==> src/rtl/apb_pkg.sv <==
// Shared types and widths for the APB completer and its register file.
// Also holds the byte-lane merge used by the storage write port.
package apb_pkg;

   localparam int APB_DATA_W = 32;
   localparam int APB_ADDR_W = 32;
   localparam int APB_STRB_W = 4;

   typedef enum logic {APB_IDLE, APB_ACCESS} apb_state_e;

   // Lanes with a clear strobe keep the old byte.
   function automatic logic [APB_DATA_W-1:0] apply_strobes(
      input logic [APB_DATA_W-1:0] old_word,
      input logic [APB_DATA_W-1:0] new_word,
      input logic [APB_STRB_W-1:0] strb
   );
      logic [APB_DATA_W-1:0] merged;
      merged = old_word;
      for (int b = 0; b < APB_STRB_W; b++) begin
         if (strb[b]) begin
            merged[b*8 +: 8] = new_word[b*8 +: 8];
         end
      end
      return merged;
   endfunction

endpackage

==> src/rtl/apb_slv_regfile.sv <==
// DEPTH x 32-bit word storage with async clear, a byte-enable write port
// and a combinational read port.
module apb_slv_regfile
   import apb_pkg::*;
#(
   parameter int DEPTH = 16,
   localparam int IDX_W = $clog2(DEPTH)
) (
   input  logic                  clk,
   input  logic                  reset_n,
   input  logic                  we,
   input  logic [IDX_W-1:0]      wr_idx,
   input  logic [APB_STRB_W-1:0] wr_strb,
   input  logic [APB_DATA_W-1:0] wr_data,
   input  logic [IDX_W-1:0]      rd_idx,
   output logic [APB_DATA_W-1:0] rd_data
);

   logic [APB_DATA_W-1:0] mem [DEPTH];

   always_ff @(posedge clk or negedge reset_n) begin
      if (!reset_n) begin
         for (int i = 0; i < DEPTH; i++) begin
            mem[i] <= '0;
         end
      end else if (we) begin
         mem[wr_idx] <= apply_strobes(mem[wr_idx], wr_data, wr_strb);
      end
   end

   assign rd_data = mem[rd_idx];

endmodule

==> src/rtl/apb_slave_mem.sv <==
// APB3 completer in front of a small word-addressed memory, with fixed wait
// states and error response. Define APB_SLV_PSTRB_EN to add byte strobes.
module apb_slave_mem
   import apb_pkg::*;
#(
   parameter int              DEPTH       = 16,
   parameter int              WAIT_CYCLES = 2,
   parameter logic [31:0]     BASE_ADDR   = 32'h0
) (
   input  logic                  clk,
   input  logic                  reset_n,
   input  logic                  psel_i,
   input  logic                  penable_i,
   input  logic [APB_ADDR_W-1:0] paddr_i,
   input  logic                  pwrite_i,
   input  logic [APB_DATA_W-1:0] pwdata_i,
`ifdef APB_SLV_PSTRB_EN
   input  logic [APB_STRB_W-1:0] pstrb_i,
`endif
   output logic                  pready_o,
   output logic [APB_DATA_W-1:0] prdata_o,
   output logic                  pslverr_o
);

   localparam int IDX_W = $clog2(DEPTH);

   apb_state_e            state, state_next;
   logic [3:0]            cnt, cnt_next;
   logic [APB_ADDR_W-1:0] offset;
   logic [IDX_W-1:0]      word_idx;
   logic                  addr_err;
   logic                  xfer_err;
   logic                  mem_we;
   logic [APB_STRB_W-1:0] wr_strb;
   logic [APB_DATA_W-1:0] rd_word;

   // An address below BASE_ADDR wraps to a huge offset, so the upper-bit
   // test catches both ends of the window.
   assign offset   = paddr_i - BASE_ADDR;
   assign word_idx = offset[IDX_W+1:2];
   assign addr_err = (offset[1:0] != 2'b00) ||
                     (offset[APB_ADDR_W-1:IDX_W+2] != '0);

`ifdef APB_SLV_PSTRB_EN
   assign xfer_err = addr_err || (!pwrite_i && (pstrb_i != '0));
   assign wr_strb  = pstrb_i;
`else
   assign xfer_err = addr_err;
   assign wr_strb  = '1;
`endif

   assign pready_o  = (state == APB_ACCESS) && (cnt == 4'd0) && psel_i && penable_i;
   assign pslverr_o = pready_o && xfer_err;
   assign prdata_o  = (pready_o && !pwrite_i && !xfer_err) ? rd_word : '0;
   assign mem_we    = pready_o && pwrite_i && !xfer_err;

   always_ff @(posedge clk or negedge reset_n) begin
      if (!reset_n) begin
         state <= APB_IDLE;
         cnt   <= 4'd0;
      end else begin
         state <= state_next;
         cnt   <= cnt_next;
      end
   end

   // Dropping psel mid-access abandons the transfer without a response.
   always_comb begin
      state_next = state;
      cnt_next   = cnt;
      case (state)
         APB_IDLE: begin
            if (psel_i && !penable_i) begin
               state_next = APB_ACCESS;
               cnt_next   = 4'(WAIT_CYCLES);
            end
         end
         APB_ACCESS: begin
            if (!psel_i) begin
               state_next = APB_IDLE;
               cnt_next   = 4'd0;
            end else if (cnt != 4'd0) begin
               cnt_next = cnt - 4'd1;
            end else if (penable_i) begin
               state_next = APB_IDLE;
            end
         end
         default: begin
            state_next = APB_IDLE;
            cnt_next   = 4'd0;
         end
      endcase
   end

   apb_slv_regfile #(
      .DEPTH(DEPTH)
   ) u_regfile (
      .clk     (clk),
      .reset_n (reset_n),
      .we      (mem_we),
      .wr_idx  (word_idx),
      .wr_strb (wr_strb),
      .wr_data (pwdata_i),
      .rd_idx  (word_idx),
      .rd_data (rd_word)
   );

endmodule

==> config.mk <==
export PLATFORM = sky130hd
export DESIGN_NAME = apb_slave_mem
export DESIGN_NICKNAME = d
export VERILOG_FILES = /design/src/rtl/apb_pkg.sv /design/src/rtl/apb_slv_regfile.sv /design/src/rtl/apb_slave_mem.sv
export SDC_FILE = /design/constraint.sdc
export NUM_CORES = 1
export LEC_CHECK = 0
export CAP_MARGIN = 30
export CELL_PAD_IN_SITES_DETAIL_PLACEMENT = 1
export CELL_PAD_IN_SITES_GLOBAL_PLACEMENT = 1
export CORE_MARGIN = 8
export CORE_UTILIZATION = 56
export CTS_BUF_LIST = sky130_fd_sc_hd__clkbuf_4 sky130_fd_sc_hd__clkbuf_8 sky130_fd_sc_hd__clkbuf_16
export DETAILED_ROUTE_END_ITERATION = 10
export MAX_ROUTING_LAYER = met4
export PLACE_DENSITY_LB_ADDON = 0.1
export SLEW_MARGIN = 10
export SYNTH_ARGS = -nofsm -noshare
export SYNTH_HDL_FRONTEND = slang
export SYNTH_SLANG_ARGS = --single-unit
==> constraint.sdc <==
create_clock -name clk -period 5.25 [get_ports clk]
set_input_delay 0.7875 -clock clk [delete_from_list [all_inputs] [get_ports clk]]
set_output_delay 0.7875 -clock clk [all_outputs]
set_load 0.01 [all_outputs]
* Yosys cells after proc, flatten, opt, wreduce, memory -nomap -nowiden
Cells that the tools add are included.
Word-level totals: input port bits 69, ROM bits 0, bits in writable memories 0, bits in latches 0, register bits after elaboration 517, memories 0
Operators by class: magnitude comparators 2, reductions and logical operators 19, eq/ne operators 2, multiplexer cells 20, shifts and indexed selects 0, multipliers 0, div/mod/pow operators 0, bitwise operators 2, $add $sub $neg 1
Operators by type and width (count):
- $bwmux W512 | 1
- $bmux W32 S4 | 1
- $demux W32 S4 | 1
- $mux W32 | 4
- $mux W8 | 4
- $reduce_bool A26 Y1 | 1
- $mux W4 | 3
- $logic_and A1 B1 Y1 | 10
- $pmux W4 S2 | 1
- $ge A5 B5 Y1 const B | 1
- $lt A5 B1 Y1 const B | 1
- $not A4 Y5 | 1
- $logic_not A4 Y1 | 1
- $mux W1 | 4
- $reduce_bool A4 Y1 | 1
- $sub A4 B1 Y4 const B | 1
- $logic_not A1 Y1 | 3
- $ne A3 B2 Y1 const B | 1
- $ne A2 B2 Y1 const B | 1
- $pmux W1 S2 | 1
- $reduce_and A2 Y1 | 1
- $reduce_bool A2 Y1 | 1
- $logic_or A1 B1 Y1 | 1
- $not A1 Y1 | 1

* Depth between registers and ports, before layout
depth after elaboration 8, gate-level depth with buffers 9

* Modules after synthesis
From an unflattened synthesis, not the netlist that was laid out.
Second synthesis, totals: cell total of the unflattened synthesis 2602, area, all modules 28207.1 um^2
By module, submodules not included:
- apb_slv_regfile | cells each 2480, sequential area each 12812.3 um^2, instances 1, area each 27396.3 um^2
- apb_slave_mem | cells each 122, sequential area each 125.1 um^2, instances 1, area each 810.8 um^2

* Least setup slack after synthesis
OpenSTA, ideal clock, no wires.
kind in2out, start point in paddr_i[14], end point out prdata_o[10], cell stages on the path 7, buffers on the path 3, slack 1763 ps, arrival time 2699 ps, path through nor4_1 nand4_2 buf_2 or4_1 clkbuf_1 buf_4 a21oi_2
On the way: cells in the longest elaborated chain, start to end 5
RTL lines:
- from (decl) | RTL line apb_slave_mem.sv:14 | input logic [APB_ADDR_W-1:0] paddr_i,
- $reduce_bool A26 Y1 | RTL line apb_slave_mem.sv:42 | (offset[APB_ADDR_W-1:IDX_W+2] != '0);
- $logic_or A1 B1 Y1 | RTL line apb_slave_mem.sv:41 | assign addr_err = (offset[1:0] != 2'b00) ||
- $logic_not A1 Y1 | RTL line apb_slave_mem.sv:54 | assign prdata_o = (pready_o && !pwrite_i && !xfer_err) ? rd_word : '0;
- $logic_and A1 B1 Y1 | RTL line apb_slave_mem.sv:54
- $mux W32 | RTL line apb_slave_mem.sv:54
- to (decl) | RTL line apb_slave_mem.sv:21 | output logic [APB_DATA_W-1:0] prdata_o,
Every way passes these cells.

* Final worst setup path
start point reg cnt[0], end point out prdata_o[31]
On the way: cells in the longest elaborated chain, start to end 7
RTL lines:
- from (decl) | RTL line apb_slave_mem.sv:28 | logic [3:0] cnt, cnt_next;
- from (signal assigned) | RTL line apb_slave_mem.sv:63 | cnt <= cnt_next;
- $logic_not A4 Y1 | RTL line apb_slave_mem.sv:52 | assign pready_o = (state == APB_ACCESS) && (cnt == 4'd0) && psel_i && penable_i;
- $logic_and A1 B1 Y1 (3 in a row) | RTL line apb_slave_mem.sv:52
- $logic_and A1 B1 Y1 (2 in a row) | RTL line apb_slave_mem.sv:54
- $mux W32 | RTL line apb_slave_mem.sv:54
Every way passes these cells.

==> results.toml <==
[run_status]
status = "finished clean"

[power]
p_seq_frac = 0.481
clockPowerShare = 0.466
vdd_drop_max_mv = 0.3329
pwr-share-comb = 0.053
total_power_uw = 8341
intPower_uw = 6463
power.switching_uw = 1878
swShare = 0.2252
power.leakage_uw = 0.01288
p_per_area_mw_per_mm2 = 307.2

[logic_synthesis]
netlist-cell-type-count = 37
yosysWarningCount = 0
avgSynthCellArea_um2 = 16.15
synth_top_family_by_area = "multiplexers"
synth_fa_ha_area_frac = 0.001058
syn-num-nets = 1535
yosysSeqAreaShare = 0.5471
synth_compound_area_frac = 0.03376
syn_inst = 1464
synth.cell_area_mm2 = 0.02365
synth_xor_area_frac = 0.0003704
ys_ff_latch = 517
synth-simple-area-share = 0.02418
synthMuxAreaShare = 0.3662

[floorplanning]
rows = 75
dieArea_mm2 = 0.04906
die_w_um = 221.5
coreArea_mm2 = 0.04185
initial_core_util = 0.5650
ioPinCount = 103
die_h_um = 221.5

[critical_path]
worstSetupEndpointType = "output pin"
reg2reg_depth = 8
r2r-end = "u_regfile.mem[230]$_DFFE_PN0P_"
rr_startpoint = "cnt[0]$_DFFE_PN0P_"
arrival_ns = 3.95
ff2ff_setup_slack_ns = 2.00
cp.required_ns = 4.46
path_max_fanout = 22
cp-start-kind = "flop"
crit_type = "flop to output pin"

[cts]
cts_num_sinks = 517
cts.reportedPaths.clkPinSlew_ns = 0.06
ctsHoldBuffers = 0
cts_tree = "built"
cts-root-buf = "clkbuf_16"
htreeDepth = 2
cts_inserted_buffers = 53
clock_latency_ns = 0.60
post-cts-setup-buffers = 0
clk_path_buf_depth = 3
cts_resized = 0

[job]
maxCapViolations = 0

[placed_design]
gp_congestion = 0.7913
dpl.hpwl_um = 35780
postPlaceCellArea_mm2 = 0.02535
portBuffers = 102

[grt]
grt_usage = 0.2646
grt_pass1_wl_um = 97410
grt_max_degree = 133
antenna_found_initial = 1
grt_overflow = 0
grt_pass1_vias = 15520

[detailed_routing]
drt_iter0_markers = 1003
drc_errors = 0
avgRoutedWirePerCell_um = 28.81
routed_wl_um = 61200
first_pass_iters = 5
via_per_inst = 6.411
postRouteAntennaNets = 0
vias = 13620

[timing]
finClkSkew_ns = 0.02250
worst_slew_pin_slew_ns = 0.9168
fmax_mhz = 211.2
drv_slew = 0
hold_viol_final = 0
fin_tns_setup_ns = 0
fin_crit_ns = 4.735
relSlewSlack = 0.3888
grt_setup_unrepaired = "no"
finalSetupViolCount = 0
fin_crit_sh = 0.9020

[hold_path]
hold_path.class = "input port to asynchronous set/reset pin"

[layout]
area_growth_pct = 14.84
final_cell_area_mm2 = 0.02715
final_common_cell = "dfrtp_1"
nets = 1614
layout-drive-gt1-share = 0.5092
layout_common_cells = "dfrtp_1 (517), mux2_2 (467), mux4_2 (128)"
==> metrics by stage <==
step | setup slack [ns] | hold slack, ns | std cells | utilization
after floorplan | 1.763 | 0.4524 | 1464 | -
after global placement | 0.7355 | 0.4632 | 2027 | 0.6056
after detailed placement | 0.6467 | 0.4707 | 2027 | 0.6056
after CTS | 0.4407 | 0.2799 | 2122 | 0.6487
after global routing | 0.2859 | 0.3006 | 2123 | 0.6488
final | 0.5146 | 0.2552 | 2124 | 0.6488
==> per-layer routing <==
| layer | vias up | share of wire | track usage |
|---|---|---|---|
| li1 | 5689 | - | - |
| met1 | 7514 | 0.43 | 0.3511 |
| met2 | 305 | 0.49 | 0.4192 |
| met3 | 110 | 0.045 | 0.04708 |
| met4 | 0 | 0.026 | 0.07783 |
| met5 | - | 0 | - |
==> worst max-delay path by stage <==
stage                             from           end  slack [ns]  cells after the start
detailed placement         paddr_i[14]  prdata_o[31]        0.65                      7
global placement            paddr_i[6]   prdata_o[0]        0.74                      7
finish              cnt[0]$_DFFE_PN0P_  prdata_o[31]        0.51                      8
floorplan                  paddr_i[14]  prdata_o[10]        1.76                      7
global route        cnt[0]$_DFFE_PN0P_  prdata_o[31]        0.29                      8
CTS                 cnt[0]$_DFFE_PN0P_  prdata_o[31]        0.44                      8
==> power groups by stage <==
| stage | clock, uW | combinational [uW] | sequential (uW) |
|---|---|---|---|
| after floorplan | 0 | 202 | 4080 |
| after global placement | 0 | 435 | 4080 |
| after detailed placement | 0 | 450 | 4080 |
| after CTS | 3960 | 452 | 4010 |
| after global routing | 4100 | 491 | 4010 |
| final | 3890 | 442 | 4010 |
==> kinds of logic after synthesis <==
| family | count (synthesis) |
|---|---|
| buf+inv | 137 |
| compound gates | 103 |
| fa+ha+maj | 2 |
| xor+xnor | 1 |
| flops | 517 |
| simple gates | 63 |
| mux | 641 |
==> critical path: stages, from the launching register on <==
cell             delay [ns]
dfrtp_1                0.39
inv_1                  0.12
ha_1                   0.19
nor3b_2                0.43
nand4_4                0.18
or4_2                  1.01
buf_12                 0.32
a21oi_1                0.15
clkdlybuf4s50_1        0.56
==> cell type report <==
class | instances | area [um^2]
antenna | 2 | 5.005
clock buffer | 76 | 1568
clock inverter | 19 | 235.2
fill | 3618 | 14700
inverter | 4 | 15.01
multi-input combinational | 810 | 10160
sequential | 517 | 12940
tap | 539 | 674.4
timing repair buffer | 157 | 1558
==> synthesized netlist by cell type (all sizes together) <==
master,instances,area share
nor2,6,0.00095
a21oi,33,0.012
a22oi,64,0.020
nor3,1,0.00021
ha,2,0.0011
mux2i,1,0.00042
nand4,6,0.0025
or3b,3,0.0011
mux2,512,0.24
mux4,128,0.12
nand3,5,0.0011
inv,4,0.00063
nor4,23,0.013
or3,1,0.00026
nor3b,1,0.00053
o2bb2ai,1,0.00037
nor2b,4,0.0011
nand2,5,0.00079
buf,72,0.017
o32ai,1,0.00037
a21boi,1,0.00032
or4,2,0.00063
nand3b,4,0.0013
and2,1,0.00026
dfrtp,517,0.55
clkbuf,61,0.0097
nand2b,1,0.00026
o21ai,3,0.00063
xnor2,1,0.00037
==> state kept, by name (all words and copies together) (netlist names) <==
signal / cells
u_regfile.mem: 512
state: 1
cnt: 4
(Power assumes the default switching activity.)
